$ cat config.mk
export PLATFORM = sky130hd
export DESIGN_NAME = exc_ctrl
export DESIGN_NICKNAME = d
export VERILOG_FILES = /design/src/rtl/exc_ctrl.sv
export SDC_FILE = /design/constraint.sdc
export NUM_CORES = 1
export LEC_CHECK = 0
export CAP_MARGIN = 20
export CORE_ASPECT_RATIO = 1.1
export CORE_MARGIN = 3
export CORE_UTILIZATION = 40
export DETAILED_ROUTE_END_ITERATION = 10
export PLACE_DENSITY = 0.68
export SLEW_MARGIN = 20
export SYNTH_ARGS = -nofsm -noshare
export SYNTH_HDL_FRONTEND = slang
export SYNTH_SLANG_ARGS = --single-unit
$ cat constraint.sdc
create_clock -name i_clk -period 2.6 [get_ports i_clk]
set_input_delay 0.52 -clock i_clk [delete_from_list [all_inputs] [get_ports i_clk]]
set_output_delay 0.52 -clock i_clk [all_outputs]
set_load 0.05 [all_outputs]
$ cat src/rtl/exc_ctrl.sv
// exc_ctrl: CP0 subset exception/interrupt controller for the five-stage pipeline.
// Decides whether the MEM-stage exception, interrupt or ERET is taken this cycle.
// Owns the Status/Cause/EPC/Count/Compare registers and the timer interrupt.
module exc_ctrl (
    input  logic        i_clk,
    input  logic        i_rst,
    input  logic [5:0]  i_int_req,
    input  logic        i_MEM_valid,
    input  logic        i_MEM_stall,
    input  logic [31:0] i_MEM_pc,
    input  logic        i_MEM_in_delay_slot,
    input  logic        i_MEM_exc_valid,
    input  logic [4:0]  i_MEM_exc_cause,
    input  logic        i_MEM_is_eret,
    input  logic        i_cp0_we,
    input  logic [4:0]  i_cp0_waddr,
    input  logic [31:0] i_cp0_wdata,
    input  logic [4:0]  i_cp0_raddr,
    output logic [31:0] o_cp0_rdata,
    output logic        o_answer_exc,
    output logic [4:0]  o_exception_cause,
    output logic        o_is_eret,
    output logic [31:0] o_epc_value,
    output logic        o_flush
);

    localparam logic [4:0] ExcCauseInt = 5'd0;

    localparam logic [4:0] RegCount   = 5'd9;
    localparam logic [4:0] RegCompare = 5'd11;
    localparam logic [4:0] RegStatus  = 5'd12;
    localparam logic [4:0] RegCause   = 5'd13;
    localparam logic [4:0] RegEpc     = 5'd14;

    typedef enum logic {StRun, StBlock} state_t;

    state_t      r_state;
    state_t      w_state_d;

    logic [31:0] r_count;
    logic [31:0] r_compare;
    logic        r_timer_pending;
    logic        r_ie;
    logic        r_exl;
    logic [7:0]  r_im;
    logic        r_bd;
    logic [1:0]  r_ip_sw;
    logic [4:0]  r_exccode;
    logic [31:0] r_epc;
    logic [5:0]  r_sync1;
    logic [5:0]  r_sync2;

    logic [7:0]  w_ip;
    logic        w_mem_ok;
    logic        w_int;
    logic        w_answer;
    logic        w_eret;
    logic [4:0]  w_cause;
    logic        w_flush;
    logic        w_cp0_wr;
    logic [31:0] w_status;
    logic [31:0] w_cause_reg;

    // Pending-event view, the taken-event decision and MTC0 squash.
    always_comb begin
        w_ip        = {r_sync2[5] | r_timer_pending, r_sync2[4:0], r_ip_sw};
        // Reset discards anything the MEM stage presents in the same cycle.
        w_mem_ok    = !i_rst && (r_state == StRun) && i_MEM_valid && !i_MEM_stall;
        w_int       = w_mem_ok && r_ie && !r_exl && ((w_ip & r_im) != 8'd0);
        w_answer    = w_int || (w_mem_ok && i_MEM_exc_valid);
        w_eret      = w_mem_ok && i_MEM_is_eret && !w_answer;
        w_cause     = 5'd0;
        if (w_answer) begin
            w_cause = w_int ? ExcCauseInt : i_MEM_exc_cause;
        end
        w_flush     = w_answer || w_eret;
        // The MEM instruction is squashed when an event is taken, so its MTC0 is too.
        w_cp0_wr    = i_cp0_we && !w_flush;
        w_status    = {16'd0, r_im, 6'd0, r_exl, r_ie};
        w_cause_reg = {r_bd, 15'd0, w_ip, 1'b0, r_exccode, 2'b00};
    end

    // Outputs and MFC0 read mux.
    always_comb begin
        o_answer_exc      = w_answer;
        o_exception_cause = w_cause;
        o_is_eret         = w_eret;
        o_flush           = w_flush;
        o_epc_value       = r_epc;
        o_cp0_rdata       = 32'd0;
        case (i_cp0_raddr)
            RegCount:   o_cp0_rdata = r_count;
            RegCompare: o_cp0_rdata = r_compare;
            RegStatus:  o_cp0_rdata = w_status;
            RegCause:   o_cp0_rdata = w_cause_reg;
            RegEpc:     o_cp0_rdata = r_epc;
            default:    o_cp0_rdata = 32'd0;
        endcase
    end

    // Next state: each taken event or ERET is followed by one blocked cycle.
    always_comb begin
        w_state_d = r_state;
        case (r_state)
            StRun:   if (w_flush) w_state_d = StBlock;
            StBlock: w_state_d = StRun;
            default: w_state_d = StRun;
        endcase
    end

    // State register.
    always_ff @(posedge i_clk) begin
        if (i_rst) begin
            r_state <= StRun;
        end else begin
            r_state <= w_state_d;
        end
    end

    // Two-flop synchroniser for the asynchronous interrupt lines.
    always_ff @(posedge i_clk) begin
        if (i_rst) begin
            r_sync1 <= 6'd0;
            r_sync2 <= 6'd0;
        end else begin
            r_sync1 <= i_int_req;
            r_sync2 <= r_sync1;
        end
    end

    // Count/Compare timer; a Compare write acknowledges the timer interrupt.
    always_ff @(posedge i_clk) begin
        if (i_rst) begin
            r_count         <= 32'd0;
            r_compare       <= 32'hFFFF_FFFF;
            r_timer_pending <= 1'b0;
        end else begin
            if (w_cp0_wr && (i_cp0_waddr == RegCount)) begin
                r_count <= i_cp0_wdata;
            end else begin
                r_count <= r_count + 32'd1;
            end
            if (w_cp0_wr && (i_cp0_waddr == RegCompare)) begin
                r_compare       <= i_cp0_wdata;
                r_timer_pending <= 1'b0;
            end else if (r_count == r_compare) begin
                r_timer_pending <= 1'b1;
            end
        end
    end

    // Status/Cause/EPC: MTC0 writes, exception entry and ERET.
    always_ff @(posedge i_clk) begin
        if (i_rst) begin
            r_ie      <= 1'b0;
            r_exl     <= 1'b0;
            r_im      <= 8'd0;
            r_bd      <= 1'b0;
            r_ip_sw   <= 2'd0;
            r_exccode <= 5'd0;
            r_epc     <= 32'd0;
        end else begin
            if (w_cp0_wr && (i_cp0_waddr == RegStatus)) begin
                r_ie  <= i_cp0_wdata[0];
                r_exl <= i_cp0_wdata[1];
                r_im  <= i_cp0_wdata[15:8];
            end
            if (w_cp0_wr && (i_cp0_waddr == RegCause)) begin
                r_ip_sw <= i_cp0_wdata[9:8];
            end
            if (w_cp0_wr && (i_cp0_waddr == RegEpc)) begin
                r_epc <= i_cp0_wdata;
            end
            if (w_answer) begin
                r_exccode <= w_cause;
                r_exl     <= 1'b1;
                // A nested exception keeps the original return point.
                if (!r_exl) begin
                    r_epc <= i_MEM_in_delay_slot ? (i_MEM_pc - 32'd4) : i_MEM_pc;
                    r_bd  <= i_MEM_in_delay_slot;
                end
            end else if (w_eret) begin
                r_exl <= 1'b0;
            end
        end
    end

endmodule

After elaboration in Yosys (flattened, before gate mapping)
Index checks and enable logic that the tools add are counted.
W data, S select, Z words.
- logic and storage cells: 69
- flip-flop bits (word level): 128
- input bits: 93
- reduce and logical (&&, ||, !) cells: 26
- bitwise logic cells: 4
- $add $sub $neg: 2
- mux-type cells: 13
- equal/unequal tests: 11
- operators by type and width (cell ; count):
    $mux W32 ; 5
    $pmux W32 S5 ; 1
    $eq A5 B4 Y1 const B ; 10
    $add A32 B1 Y32 const B ; 1
    $eq A32 B32 Y1 ; 1
    $sub A32 B3 Y32 const B ; 1
    $logic_and A1 B1 Y1 ; 15
    $mux W5 ; 2
    $and A8 B8 Y8 ; 1
    $reduce_bool A8 Y1 ; 1
    $logic_not A1 Y1 ; 5
    $mux W1 ; 4
    $reduce_bool A3 Y1 ; 1
    $logic_or A1 B1 Y1 ; 2
    $not A1 Y1 ; 2
    $pmux W1 S2 ; 1
    $reduce_and A2 Y1 ; 1
    $reduce_or A2 Y1 ; 1
    $or A1 B1 Y1 ; 1

Longest topological paths before layout
- depth after elaboration: 17
- gate-level depth with buffers: 8
- gate-level depth less buffers: 7

Least setup slack after synthesis
Ideal clock, no wire load.
- path kind: in2out
- from: input i_cp0_raddr[4]
- to: output o_cp0_rdata[17]
- slack: -0.406 ns
- buffers on the path: 1
- cell stages on the path: 4
- data arrival time: 2.486 ns
- cells stage by stage: nor4bb_1 clkbuf_1 a22oi_1 o21ai_0
- longest elaborated chain between the ends: 2
- elaborated cells on any way between the ends: 6
- classes of those cells: 5 x eq/ne; 1 x mux
- RTL lines (item ; RTL line ; RTL):
    start: declaration ; 18 ; input logic [4:0] i_cp0_raddr,
    $eq A5 B4 Y1 ; 91 ; case (i_cp0_raddr)
    $pmux W32 S5 * ; 91 ;
    end: declaration ; 19 ; output logic [31:0] o_cp0_rdata,
Every way passes the cells marked *; elsewhere a longest branch is shown, timed or not.

Worst setup path after layout
- from: input i_MEM_stall
- to: output o_is_eret
- longest elaborated chain between the ends: 8
- elaborated cells on any way between the ends: 10
- classes of those cells: 10 x reduce/logical
- RTL lines (item ; RTL line ; RTL):
    start: declaration ; 9 ; input logic i_MEM_stall,
    $logic_not A1 Y1 * ; 68 ; w_mem_ok = !i_rst && (r_state == StRun) && i_MEM_valid && !i_MEM_stall;
    $logic_and A1 B1 Y1 * ; 68 ;
    $logic_and A1 B1 Y1 (3 in series) ; 69 ; w_int = w_mem_ok && r_ie && !r_exl && ((w_ip & r_im) != 8'd0);
    $logic_or A1 B1 Y1 ; 70 ; w_answer = w_int || (w_mem_ok && i_MEM_exc_valid);
    $logic_not A1 Y1 ; 71 ; w_eret = w_mem_ok && i_MEM_is_eret && !w_answer;
    $logic_and A1 B1 Y1 * ; 71 ;
    end: declaration ; 22 ; output logic o_is_eret,
Marked as above.

==> out/metrics.yaml <==
cts_buffers: 17
grt_util_all_layers_pct: 28.86
synthesis.area_mm2: 0.007584
status: "complete, no violations"
synth.top_cells.by_area: "dfxtp_1 34%, xnor2_1 7.0%, a211o_1 3.9%"
drt-pass1-iter-count: 5
ys_seq_area_share_pct: 33.79
relSlewSlack_pct: 40.12
num_vias: 8319
synth_compound_area_share_pct: 24.83
antenna_found_initial: 0
ir_drop_uv: 474.6
wirelength_mm: 29.79
dieArea_mm2: 0.02065
ys_async_sr_fraction_pct: 0
fin_cells: 1370
synth-seq-cells: 128
drc_errors: 0
fmax_mhz: 384.9
grt_pass1_wl_mm: 45.45
area_growth_pct: 51.72
drtAntennaViolNets: 0
finalClockSkew_ns: 0.005863
r2r-start: "r_im[5]"
drtIter0Drc: 778
cts_tree: "yes"
synth_top_family_by_area: "compound AO/OA/AOI/OAI gates"
grt_remaining_overflow: 0
diodes: 0
final_util_pct: 62.27
rsz0062_at_grt: "true"
synth_top_area_cell: "dfxtp_1"
cts_buffer_depth: 2
hpwl_mm: 21.77
hp-start: "r_sync1[0]"
max_stage_delay_ns: 0.44
start_util_pct: 41.04
yosys_warnings: 0
clock_sink_count: 128
synth_most_common_cell: "dfxtp_1"
synth_cells: 902
core_area_mm2: 0.01848
worstPathCellList: "clkdlybuf4s50_1 > nor4b_4 > buf_4 > o21ai_0 > a21o_4 > inv_4 > nor2_4 > buf_12"
vias_per_cell: 6.072
crit_path_top_delay_cell: "clkdlybuf4s50_1"
synth_cell_types: 69
ios: 165
synth_ff_type: "dfxtp_1"
num_rows: 52
drive_above_1_share_pct: 22.36
io_buffers: 164
p_leak_nw: 4.219
synthMuxAreaShare_pct: 2.640
fillers: 1594
grt_max_degree: 79
nets: 1209
synth_edf_count: 0
setup_viol: 0
min_path_type: "register to register"
crit_fanout: 6
post-route-period-util_pct: 99.93
hold_viol_final: 0
clkTransAtPathRegs_ns: 0.05
tightest_slew_ns: 0.8982
die_h_um: 150.4
cts_hold_buf: 0
drv_cap: 0
worstSetupPathType: "input pin to output pin"
wire_per_inst_um: 21.75
powerDensity_mw_per_mm2: 468.5
grt_pass1_vias: 8010
syn_nets: 997
cp.arrival_ns: 2.08
root_buffer: "clkbuf_16"
synth_top_area_share_pct: 33.79
min_period_ns: 2.598
drv_slew: 0
cp-end-kind: "output pin"
synth_xor_area_share_pct: 8.777
place_inst: 1331
gp_congestion: 0.9156
required_ns: 2.08
clk_latency_ns: 0.42
synth_common_cells: "128 x dfxtp_1, 61 x xnor2_1, 54 x a21oi_1"
yosys.area_share.simple_pct: 24.01
die_x_um: 137.3
crit_path_start_kind: "input pin"
synth_fa_ha_area_share_pct: 0.3300
htreeDepth: 4
syn_avg_cell_area_um2: 8.407
setup.worst_path.start: "i_MEM_stall"
per-stage QoR:
step | hold slack, ns | power [W] | setup slack (ns) | instance area, um^2 | TNS (ns)
5_1_grt | 0.4567 | 0.005531 | -0.06414 | 11510 | -0.3205
4_1_cts | 0.4342 | 0.005393 | 0.002143 | 11480 | 0
6_report | 0.4348 | 0.005391 | 0.001752 | 11510 | 0
3_5_place_dp | 0.4212 | 0.002784 | -0.2649 | 10650 | -8.308
3_3_place_gp | 0.4177 | 0.002781 | -0.2473 | 10650 | -7.348
2_1_floorplan | 0.4138 | 0.002362 | -0.03335 | 7690 | -0.03335
final cells by class:
type | count | area, um^2 | area share [%]
Sequential cell | 128 | 2562 | 22.27
Timing Repair Buffer | 276 | 3113 | 27.06
Multi-Input combinational cell | 673 | 4806 | 41.77
Inverter | 18 | 70.07 | 0.6090
Tap cell | 243 | 304.0 | 2.642
Clock inverter | 9 | 152.6 | 1.327
Clock buffer | 23 | 498.0 | 4.328
cells by family (layout without fill, tap and decap cells):
| logic type | Yosys count | count (layout) |
|---|---|---|
| DFF | 128 | 128 |
| xor gates and xnor gates | 76 | 76 |
| muxes | 20 | 20 |
| buffers and inverters | 101 | 326 |
| adders and majority gates | 2 | 2 |
| AOI/OAI and AO/OA | 267 | 267 |
| and+or+nand+nor | 308 | 308 |
critical path, delay by kind of cell:
kind	cells	cell delay, ns
AOI/OAI and AO/OA	2	0.39
and+or+nand+nor	2	0.30
buffers and inverters	4	0.87
layout by cell type, fill, tap and decap left out, types with 24 or more instances in the layout:
cell type,count
or3_1,33
xnor2_1,61
a22oi_1,27
dfxtp_1,128
a21oi_1,54
nor2_1,27
a211o_1,34
o31ai_1,25
and3_1,35
nand2_1,50
buf_4,95
clkdlybuf4s50_1,119
nand3_1,28
o311a_1,24
nor3_1,42
o21ai_2,26
buf_12,53
final timing paths:
kind | to | slack [ns] | cells past startpoint
worst max-delay path | o_is_eret | 0.002 | 8
worst min-delay path | r_sync2[0] | 0.43 | 1
worst max register to register | r_compare[20] | 0.31 | 8
worst min register to register | r_sync2[0] | 0.43 | 1
power by group:
| group | switching, W | internal [W] | leakage (nW) |
|---|---|---|---|
| logic | 0.000372 | 0.000358 | 2.87 |
| registers | 0.0000413 | 0.00200 | 1.04 |
| clock network | 0.000892 | 0.00173 | 0.311 |
| total | 0.00130 | 0.00409 | 4.22 |
layer usage:
| layer | routed length (um) | vias to the layer above | track usage [%] |
|---|---|---|---|
| met4 | 1451 | 0 | 14.67 |
| met5 | 0 | - | 0 |
| met2 | 14030 | 414 | 46.47 |
| met3 | 2432 | 77 | 5.949 |
| met1 | 11880 | 3972 | 36.47 |
| li1 | - | 3856 | - |
what timing repair did:
action / in CTS / in global routing
pin swaps: 5 / 3
resized for setup: 22 / 10
cloned: 4 / 0
endpoints found under the hold margin: 0 / 0
endpoints found under the setup margin: 26 / 55
buffers inserted: 2 / 1
flip-flops by register name, summed over array words and instances, names as in the netlist, 2 cells and up:
| register | cells |
|---|---|
| o_epc_value | 32 |
| r_compare | 32 |
| r_sync2 | 6 |
| r_ip_sw | 2 |
| r_exccode | 5 |
| r_sync1 | 6 |
| r_count | 32 |
| r_im | 8 |
Note: power is estimated with default switching activity, not from simulation.
